**config.mk**
```make
export PLATFORM = sky130hd
export DESIGN_NAME = sdram_port_arbiter
export DESIGN_NICKNAME = d
export VERILOG_FILES = /design/src/rtl/sdram_arb_pkg.sv /design/src/rtl/sdram_rr_picker.sv /design/src/rtl/sdram_port_arbiter.sv
export SDC_FILE = /design/constraint.sdc
export NUM_CORES = 1
export LEC_CHECK = 0
export ABC_AREA = 1
export BUFFER_PORTS_ARGS = -buffer_cell sky130_fd_sc_hd__buf_2
export CAP_MARGIN = 20
export CORE_MARGIN = 5
export CORE_UTILIZATION = 57
export CTS_CLUSTER_SIZE = 12
export DETAILED_ROUTE_END_ITERATION = 16
export GPL_TIMING_DRIVEN = 0
export PLACE_DENSITY = 0.95
export REMOVE_ABC_BUFFERS = 1
export SLEW_MARGIN = 5
export SYNTH_ARGS = -nofsm -noshare
export SYNTH_HDL_FRONTEND = slang
export SYNTH_SLANG_ARGS = --single-unit
```
**constraint.sdc**
```tcl
create_clock -name clk -period 18.7 [get_ports clk]
set_input_delay 0.935 -clock clk [delete_from_list [all_inputs] [get_ports clk]]
set_output_delay 0.935 -clock clk [all_outputs]
set_load 0.01 [all_outputs]
```
**src/rtl/sdram_arb_pkg.sv**
```systemverilog
// Shared types for the SDRAM port-0 arbiter: FSM states, operation kind and
// the per-requester pending entry.
package sdram_arb_pkg;

    localparam int ARB_ADDR_W = 21;
    localparam int ARB_DATA_W = 32;
    localparam int ARB_DQM_W  = 4;

    typedef enum logic [1:0] {
        ARB_IDLE,
        ARB_ISSUE,
        ARB_WAIT
    } arb_state_t;

    typedef enum logic {
        OP_RD,
        OP_WR
    } arb_op_t;

    typedef struct packed {
        arb_op_t                 op;
        logic [ARB_ADDR_W-1:0]   addr;
        logic [ARB_DATA_W-1:0]   data;
        logic [ARB_DQM_W-1:0]    byte_en;
    } pend_entry_t;

endpackage

```
**src/rtl/sdram_rr_picker.sv**
```systemverilog
// Round-robin selector: returns the first pending index strictly after
// last_grant, wrapping, so the most recent owner is considered last.
module sdram_rr_picker #(
    parameter int NUM_REQ = 2,
    parameter int GW      = $clog2(NUM_REQ)
) (
    input  logic [NUM_REQ-1:0] pend,
    input  logic [GW-1:0]      last_grant,
    output logic [GW-1:0]      grant,
    output logic               any_valid
);

    always_comb begin
        grant     = '0;
        any_valid = 1'b0;
        for (int unsigned k = 1; k <= NUM_REQ; k++) begin
            if (!any_valid && pend[(32'(last_grant) + k) % NUM_REQ]) begin
                any_valid = 1'b1;
                grant     = GW'((32'(last_grant) + k) % NUM_REQ);
            end
        end
    end

endmodule

```
**src/rtl/sdram_port_arbiter.sv**
```systemverilog
// Shares the sdram controller's port 0 between NUM_REQ requesters, one
// transaction at a time, with a one-entry pending latch per requester.
module sdram_port_arbiter
    import sdram_arb_pkg::*;
#(
    parameter int NUM_REQ    = 2,
    parameter int ADDR_WIDTH = ARB_ADDR_W,
    parameter int DATA_WIDTH = ARB_DATA_W,
    parameter int DQM_WIDTH  = ARB_DQM_W
) (
    input  logic                          clk,
    input  logic                          reset,
    input  logic                          init_complete,
    input  logic [NUM_REQ-1:0]            req_rd,
    input  logic [NUM_REQ-1:0]            req_wr,
    input  logic [NUM_REQ*ADDR_WIDTH-1:0] req_addr,
    input  logic [NUM_REQ*DATA_WIDTH-1:0] req_data,
    input  logic [NUM_REQ*DQM_WIDTH-1:0]  req_byte_en,
    output logic [NUM_REQ-1:0]            req_busy,
    output logic [NUM_REQ-1:0]            req_done,
    output logic [DATA_WIDTH-1:0]         req_q,
    output logic [ADDR_WIDTH-1:0]         p0_addr,
    output logic [DATA_WIDTH-1:0]         p0_data,
    output logic [DQM_WIDTH-1:0]          p0_byte_en,
    output logic                          p0_rd_req,
    output logic                          p0_wr_req,
    input  logic [DATA_WIDTH-1:0]         p0_q,
    input  logic                          p0_available,
    input  logic                          p0_ready
);

    localparam int GW = $clog2(NUM_REQ);

    arb_state_t              state_q, state_d;
    pend_entry_t             ent_q [NUM_REQ];
    pend_entry_t             ent_d [NUM_REQ];
    logic [NUM_REQ-1:0]      pend_q, pend_d;
    logic [NUM_REQ-1:0]      done_q, done_d;
    logic [GW-1:0]           last_q, last_d;
    logic [GW-1:0]           cur_q, cur_d;
    logic [ADDR_WIDTH-1:0]   addr_q, addr_d;
    logic [DATA_WIDTH-1:0]   data_q, data_d;
    logic [DQM_WIDTH-1:0]    be_q, be_d;
    logic                    rd_q, rd_d;
    logic                    wr_q, wr_d;
    logic [DATA_WIDTH-1:0]   req_q_q, req_q_d;
    logic [GW-1:0]           pick;
    logic                    any_pend;

    sdram_rr_picker #(
        .NUM_REQ (NUM_REQ),
        .GW      (GW)
    ) u_picker (
        .pend       (pend_q),
        .last_grant (last_q),
        .grant      (pick),
        .any_valid  (any_pend)
    );

    always_comb begin
        state_d = state_q;
        ent_d   = ent_q;
        pend_d  = pend_q;
        done_d  = '0;
        last_d  = last_q;
        cur_d   = cur_q;
        addr_d  = addr_q;
        data_d  = data_q;
        be_d    = be_q;
        rd_d    = 1'b0;
        wr_d    = 1'b0;
        req_q_d = req_q_q;

        // A set latch ignores new requests, so the owner's entry stays stable
        // for the whole transaction and can be read back at completion.
        for (int unsigned i = 0; i < NUM_REQ; i++) begin
            if ((req_rd[i] || req_wr[i]) && !pend_q[i]) begin
                pend_d[i]        = 1'b1;
                ent_d[i].op      = req_wr[i] ? OP_WR : OP_RD;
                ent_d[i].addr    = req_addr[i*ADDR_WIDTH +: ADDR_WIDTH];
                ent_d[i].data    = req_data[i*DATA_WIDTH +: DATA_WIDTH];
                ent_d[i].byte_en = req_byte_en[i*DQM_WIDTH +: DQM_WIDTH];
            end
        end

        case (state_q)
            ARB_IDLE: begin
                if (init_complete && any_pend) begin
                    cur_d  = pick;
                    addr_d = ent_q[pick].addr;
                    data_d = ent_q[pick].data;
                    be_d   = ent_q[pick].byte_en;
                    if (p0_available) begin
                        rd_d    = (ent_q[pick].op == OP_RD);
                        wr_d    = (ent_q[pick].op == OP_WR);
                        state_d = ARB_WAIT;
                    end else begin
                        state_d = ARB_ISSUE;
                    end
                end
            end
            ARB_ISSUE: begin
                if (p0_available) begin
                    rd_d    = (ent_q[cur_q].op == OP_RD);
                    wr_d    = (ent_q[cur_q].op == OP_WR);
                    state_d = ARB_WAIT;
                end
            end
            ARB_WAIT: begin
                if (p0_ready) begin
                    done_d[cur_q] = 1'b1;
                    if (ent_q[cur_q].op == OP_RD) begin
                        req_q_d = p0_q;
                    end
                    pend_d[cur_q] = 1'b0;
                    last_d        = cur_q;
                    state_d       = ARB_IDLE;
                end
            end
            default: state_d = ARB_IDLE;
        endcase
    end

    always_ff @(posedge clk or posedge reset) begin
        if (reset) begin
            state_q <= ARB_IDLE;
            for (int unsigned i = 0; i < NUM_REQ; i++) begin
                ent_q[i] <= '0;
            end
            pend_q  <= '0;
            done_q  <= '0;
            last_q  <= GW'(NUM_REQ - 1);
            cur_q   <= '0;
            addr_q  <= '0;
            data_q  <= '0;
            be_q    <= '0;
            rd_q    <= 1'b0;
            wr_q    <= 1'b0;
            req_q_q <= '0;
        end else begin
            state_q <= state_d;
            ent_q   <= ent_d;
            pend_q  <= pend_d;
            done_q  <= done_d;
            last_q  <= last_d;
            cur_q   <= cur_d;
            addr_q  <= addr_d;
            data_q  <= data_d;
            be_q    <= be_d;
            rd_q    <= rd_d;
            wr_q    <= wr_d;
            req_q_q <= req_q_d;
        end
    end

    assign req_busy   = pend_q;
    assign req_done   = done_q;
    assign req_q      = req_q_q;
    assign p0_addr    = addr_q;
    assign p0_data    = data_q;
    assign p0_byte_en = be_q;
    assign p0_rd_req  = rd_q;
    assign p0_wr_req  = wr_q;

endmodule

```
==> results of run 1 <==
-- flip-flops by register name, summed over array words and instances, names as in the netlist --
register / count
req_busy: 2
req_done: 2
p0_byte_en: 4
cur_q: 1
last_q: 1
p0_wr_req: 1
p0_data: 32
p0_addr: 21
p0_rd_req: 1
state_q: 2
ent_q: 116
req_q: 32
-- routing by layer --
metal	wire length, um	track usage, %
met1	9560	34.2
met2	12700	45.6
met3	2460	5.11
met4	670	9.01
met5	0	0
-- layout by cell type (no fill, tap or decap), types with 4 or more instances in the layout --
cell type / n
buf_2: 249
clkbuf_1: 10
inv_2: 6
buf_12: 4
o21ai_0: 59
a21oi_1: 27
clkbuf_16: 23
nand3_1: 68
nor2_1: 53
dfrtp_1: 214
nand2_1: 538
o21ai_1: 23
inv_1: 31
-- final cells by class --
class	count	area, um2	share of cell area [%]
diodes	1	2.50	0.0225
well taps	216	270	2.43
inverters	38	150	1.35
repair buffers	257	1420	12.8
clock inverters	4	23.8	0.214
multi-input cells	780	3210	28.9
clock buffers	36	654	5.89
flip-flops and latches	215	5380	48.4
-- critical path: cells and delay by family --
| kind | cells | cell delay, ns |
|---|---|---|
| buffers and inverters | 1 | 0.09 |
| AND/OR/NAND/NOR | 3 | 1.71 |
| AO/OA/AOI/OAI | 1 | 0.07 |
-- path summary, 6_finish.rpt --
check | from | endpoint | slack [ns] | cells after the start
max | req_wr[0] | ent_q[91]$_DFFE_PP0P_ | 16.20 | 5
min | req_q[2]$_DFFE_PP0P_ | req_q[2]$_DFFE_PP0P_ | 0.46 | 2
max reg2reg | state_q[1]$_DFFE_PP0P_ | p0_data[17]$_DFFE_PP0P_ | 16.33 | 6
min reg2reg | req_q[2]$_DFFE_PP0P_ | req_q[2]$_DFFE_PP0P_ | 0.46 | 2
max in group asynchronous | reset | ent_q[79]$_DFFE_PP0P_ | 17.18 | 3
min in group asynchronous | reset | req_q[27]$_DFFE_PP0P_ | 0.52 | 2
-- stage by stage --
stage	setup WS [ns]	cells	util, %	instance area [um2]
4_1_cts	16.16	1545	70.4	11100
3_5_place_dp	15.63	1505	66.1	10400
5_1_grt	16.07	1547	70.5	11100
6_report	16.20	1547	70.5	11100
3_3_place_gp	9.79	1498	64.9	10200
2_1_floorplan	11.89	1033	-	8720
-- Yosys cell counts, drive strengths merged, types with 18 or more instances --
cell type / instances / share of area (%)
clkbuf: 18 / 0.77
nor2: 55 / 2.5
o21ai: 83 / 4.6
inv: 38 / 1.6
nand3: 68 / 3.7
buf: 48 / 3.5
nand2: 543 / 23
dfrtp: 214 / 59
a21oi: 27 / 1.5
-- cell families (layout without fill, tap and decap cells) --
logic type | Yosys count | count (layout) | synth area share, %
and+or+nand+nor | 668 | 668 | 28.9
other | 0 | 1 | 0
AOI/OAI and AO/OA | 112 | 112 | 6.24
buffers and inverters | 104 | 335 | 5.81
DFF | 215 | 215 | 59.1
-- power by group --
part	switching (mW)	internal (mW)
registers	0.113	0.685
logic	0.422	0.232
clock network	0.174	0.239
total	0.709	1.16
==> out/results.ini, run 1 <==
[sta]
relSlewSlack_pct=35.2
fmax_mhz=400
clock_skew_ns=0.0170
fin_hold_ws_ns=0.464
fin_crit_ns=2.50
slew_violations=0
fin_crit_sh_pct=13.4
finalSetupTns_ns=0
rsz0062_at_grt=no
hold_viol=0
tightest_slew_ns=0.971
setup_violations=0

[clock_network]
cts_inserted_buffers=23
cts_repair_resize_count=0
clk_latency_ns=0.50
cts.htree.levels=1
clock-root-buffer=clkbuf_16
cts_setup_buffers=0
cts_tree=done
clk_pin_slew_ns=0.06
holdBufCountCts=0
cts.sinks=215
clockBufferDepth=3

[floorplanning]
fp.coreArea_um2=15800
die_h_um=136
fp.dieW_um=136
io_pins=250
start_util_pct=57.8
std_cell_rows=46
dieArea_um2=18600

[worst_setup_path]
worstPathCellList=buf_2 -> or2_2 -> nand2_4 -> nor2_1 -> a21oi_1
cp.required_ns=19.05
cp.arrival_ns=2.85
cp-end-kind=flop
cpPeakStageDelay_ns=0.73
crit_path_start_kind=primary input
cp_slowest_cell=nand2_4
critPathKind=in -> reg
path_max_fanout=82

[synth]
syn_inst=1099
synth_area_per_cell_um2=8.29
synth_seq_area_share_pct=59.1
synth-edff-count=0
synth_ff_type=dfrtp_1
yosys_register_bits=215
async_flop_share_pct=100
netlist_area_um2=9110
yosysWarningCount=0
yosysUniqueCellTypes=25

[global_routing]
antenna_found_initial=1
grt_pass1_wl_um=39400
grt_usage_pct=26.6
grt_overflow=0
grt_pass1_vias=8041
grt_max_degree=124

[placed_design]
dpl.hpwl_um=16300
port_buffers=249
place_congestion=0.820

[finish]
area_growth_syn_to_layout_pct=22.1
n_fill_cell=1167
drive_gt1_share_pct=22.9
fin_nets=1470

[routing]
drt_iter0_markers=605
drt_first_pass_iters=6
vias=8308
routedWlPerCell_um=16.4
antenna_left=0
drc=0
vias_per_cell=5.37
drt_wl_total_um=25400

[run_status]
status=finished clean

[power]
powerDensity_nw_per_um2=168
irDropWorstVdd_mv=0.122
fin_total_pwr_mw=1.87
leakagePower_nw=6.28

[min_path]
min_path_type=reg -> reg

[run]
drv_cap=0

(Power assumes the default switching activity.)
==> inputs of run 2 (changes only) <==
- CORE_UTILIZATION: 57 -> 52
- PLACE_DENSITY: 0.95 -> 0.89
- clock period: 18.7 -> 2.6 ns (I/O delays scaled with it)
==> run 2 against run 1 <==
Effect of this change: die area is 8.9% higher; clock-buffer cell count is 2 higher; largest cell class unchanged; via count is 13% higher; critical path type is now reg -> reg; wire length is 28% higher; non-clock buffer count is 151 higher; clock skew is 0.0058 ns lower.
==> out/results.ini, run 2 (synthesis results as in run 1) <==
[run_status]
status=finished clean

[sta]
finalSetupTns_ns=0  ; unchanged
rsz0062_at_grt=no
fin_crit_ns=2.53
slew_violations=0  ; unchanged
clock_skew_ns=0.0112  ; -0.00582 ns
fin_hold_ws_ns=0.0130  ; -0.451 ns
fin_crit_sh_pct=97.5
hold_viol=0  ; unchanged
setup_violations=0  ; unchanged
relSlewSlack_pct=33.0  ; -2.2 points
tightest_slew_ns=1.00  ; +0.0335 ns
fmax_mhz=395

[min_path]
hold_path_startpoint=init_complete
min_path_type=in -> reg
min_to=state_q[1]$_DFFE_PP0P_
holdPathStages=3  ; +1

[global_routing]
grt_overflow=0  ; unchanged
antenna_found_initial=2  ; +1
grt_max_degree=110  ; -11%
grt_pass1_vias=9778  ; +22%
grt_pass1_wl_um=50500  ; +28%
grt_usage_pct=31.3  ; +4.7 points

[finish]
fin_nets=1622  ; +10%
largest_register_ffs=116  ; unchanged
layout_commonest_cell=nand2_1
n_fill_cell=1087  ; -6.9%
drive_gt1_share_pct=20.8  ; -2.0 points
fin_area_um2=12700  ; +15%
multi_input_area_um2=3230  ; +0.43%
top_register=ent_q
most-common-layout-cells=538 x nand2_1, 249 x buf_2, 214 x dfrtp_1
ff_latch_area_um2=5380  ; unchanged
area_growth_syn_to_layout_pct=39.9

[worst_setup_path]
worstPathCellList=inv_2 -> nand2_2 -> buf_12 -> nor2_8 -> nand2_1 -> o21ai_1
cp.arrival_ns=2.94  ; +0.09 ns
cpPeakStageDelay_ns=0.76  ; +0.03 ns
critPathKind=reg -> reg
timing.rr.end=p0_data[15]$_DFFE_PP0P_
worstReg2RegStart=state_q[1]$_DFFE_PP0P_
reg2reg_depth=6  ; unchanged
cp_top_family=simple AND/OR/NAND/NOR gates
cp.required_ns=3.00  ; -16.05 ns
path_max_fanout=61  ; -26%
crit_buf_inv=2  ; +1
crit_path_start_kind=flop
r2r_slack_ns=0.07  ; -16.26 ns
cp-end-kind=flop
cp_slowest_cell=nor2_8

[routing]
vias=9410  ; +13%
drt_first_pass_iters=5  ; -1
drt_iter0_markers=686  ; +13%
vias_per_cell=5.50  ; +2.4%
drt_wl_total_um=32400  ; +28%
antenna_left=0  ; unchanged
routedWlPerCell_um=18.9  ; +15%
drc=0  ; unchanged

[placed_design]
dpl.hpwl_um=15500  ; -4.4%
place_congestion=0.793  ; -3.2%
postPlaceCellArea_um2=10400  ; -0.18%
port_buffers=249  ; unchanged

[power]
clkPwrFrac_pct=23.4  ; +1.2 points
irDropWorstVdd_mv=0.726  ; +490%
leakagePower_nw=6.96  ; +11%
seqPwrFrac_pct=40.8  ; -1.9 points
power_frac_comb_pct=35.7  ; +0.6 points
switching_share_pct=38.9  ; +0.84 points
powerDensity_nw_per_um2=1120  ; +570%
switching_power_mw=5.57  ; +690%
internal_power_mw=8.76  ; +660%

[clock_network]
cts.htree.levels=1  ; unchanged
cts_setup_buffers=0  ; unchanged
cts_inserted_buffers=24  ; +4.3%
clk_latency_ns=0.51  ; about the same
cts.sinks=215  ; unchanged
clockBufferDepth=3  ; unchanged
cts_tree=done
clk_pin_slew_ns=0.06  ; about the same
clock-root-buffer=clkbuf_16

[run]
drv_cap=0  ; unchanged

[floorplanning]
std_cell_rows=48  ; +4.3%
die_h_um=142  ; +4.4%
start_util_pct=52.8  ; -4.9 points
io_pins=250  ; unchanged
fp.dieW_um=142  ; +4.4%
dieArea_um2=20300  ; +8.9%
fp.coreArea_um2=17200  ; +9.3%

==> run 2: cell count changes in the layout (fill, tap and decap cells not counted), moves of 2 or more <==
cell           before  now
clkbuf_8            3    6
clkbuf_1           10    7
clkbuf_16          23   25
buf_16              3    1
dlygate4sd3_1       0  152
==> run 2: power groups by stage <==
| stage | Combinational (mW) | Clock (mW) | Sequential [mW] |
|---|---|---|---|
| 3_5_place_dp | 4.65 | 0 | 5.74 |
| 5_1_grt | 5.68 | 3.54 | 5.98 |
| 3_3_place_gp | 4.40 | 0 | 5.70 |
| 4_1_cts | 4.88 | 3.38 | 5.71 |
| 6_report | 5.12 | 3.36 | 5.85 |
| 2_1_floorplan | 2.64 | 0 | 5.90 |
==> run 2: area by class of cell <==
cell class | count | share of cell area (%)
multi-input cells | 780 | 25.3
diodes | 2 | 0.0393
clock buffers | 38 | 5.76
flip-flops and latches | 215 | 42.2
repair buffers | 408 | 22.8
inverters | 38 | 1.18
clock inverters | 5 | 0.412
well taps | 225 | 2.21
==> run 2: what timing repair did <==
action,CTS,global route
setup endpoints to repair,0,2
resized for setup,0,1
hold buffers,152,0
endpoints found under the hold margin,259,0
==> run 2: layer usage <==
| metal | wire, um | global-route usage (%) | part of all wire, % | vias up |
|---|---|---|---|---|
| met2 | 16100 | 54.5 | 50 | 668 |
| met5 | 0 | 0 | 0 | - |
| li1 | - | - | - | 4160 |
| met4 | 1520 | 14.7 | 4.7 | 0 |
| met1 | 11600 | 37.6 | 36 | 4446 |
| met3 | 3170 | 6.15 | 9.8 | 136 |
==> run 2: through the flow <==
step	power (mW)	cells	setup slack, ns	util, %
floorplan	8.54	1033	-3.41	-
global placement	10.1	1507	-5.63	59.5
detailed placement	10.4	1513	0.0806	60.3
CTS	14.0	1708	0.0588	73.7
global route	15.2	1711	0.0139	73.9
finish	14.3	1711	0.0659	73.9
==> run 2: worst max path at each step <==
stage                           startpoint                       to  slack (ns)  cells after the start
detailed placement   req_busy[1]$_DFF_PP0_    ent_q[25]$_DFFE_PP0P_        0.08                      5
global route        state_q[1]$_DFFE_PP0P_  p0_data[15]$_DFFE_PP0P_        0.01                      6
global placement                     reset    ent_q[79]$_DFFE_PP0P_       -5.63                      2
finish              state_q[1]$_DFFE_PP0P_  p0_data[15]$_DFFE_PP0P_        0.07                      6
CTS                  req_busy[1]$_DFF_PP0_     ent_q[6]$_DFFE_PP0P_        0.06                      5
floorplan                            reset        cur_q$_DFFE_PP0P_       -3.41                      1
==> run 2: worst register-to-register path: stages (launching register included) <==
cell	delay, ns
dfrtp_1	0.42
inv_2	0.09
nand2_2	0.28
buf_12	0.32
nor2_8	0.77
nand2_1	0.28
o21ai_1	0.29
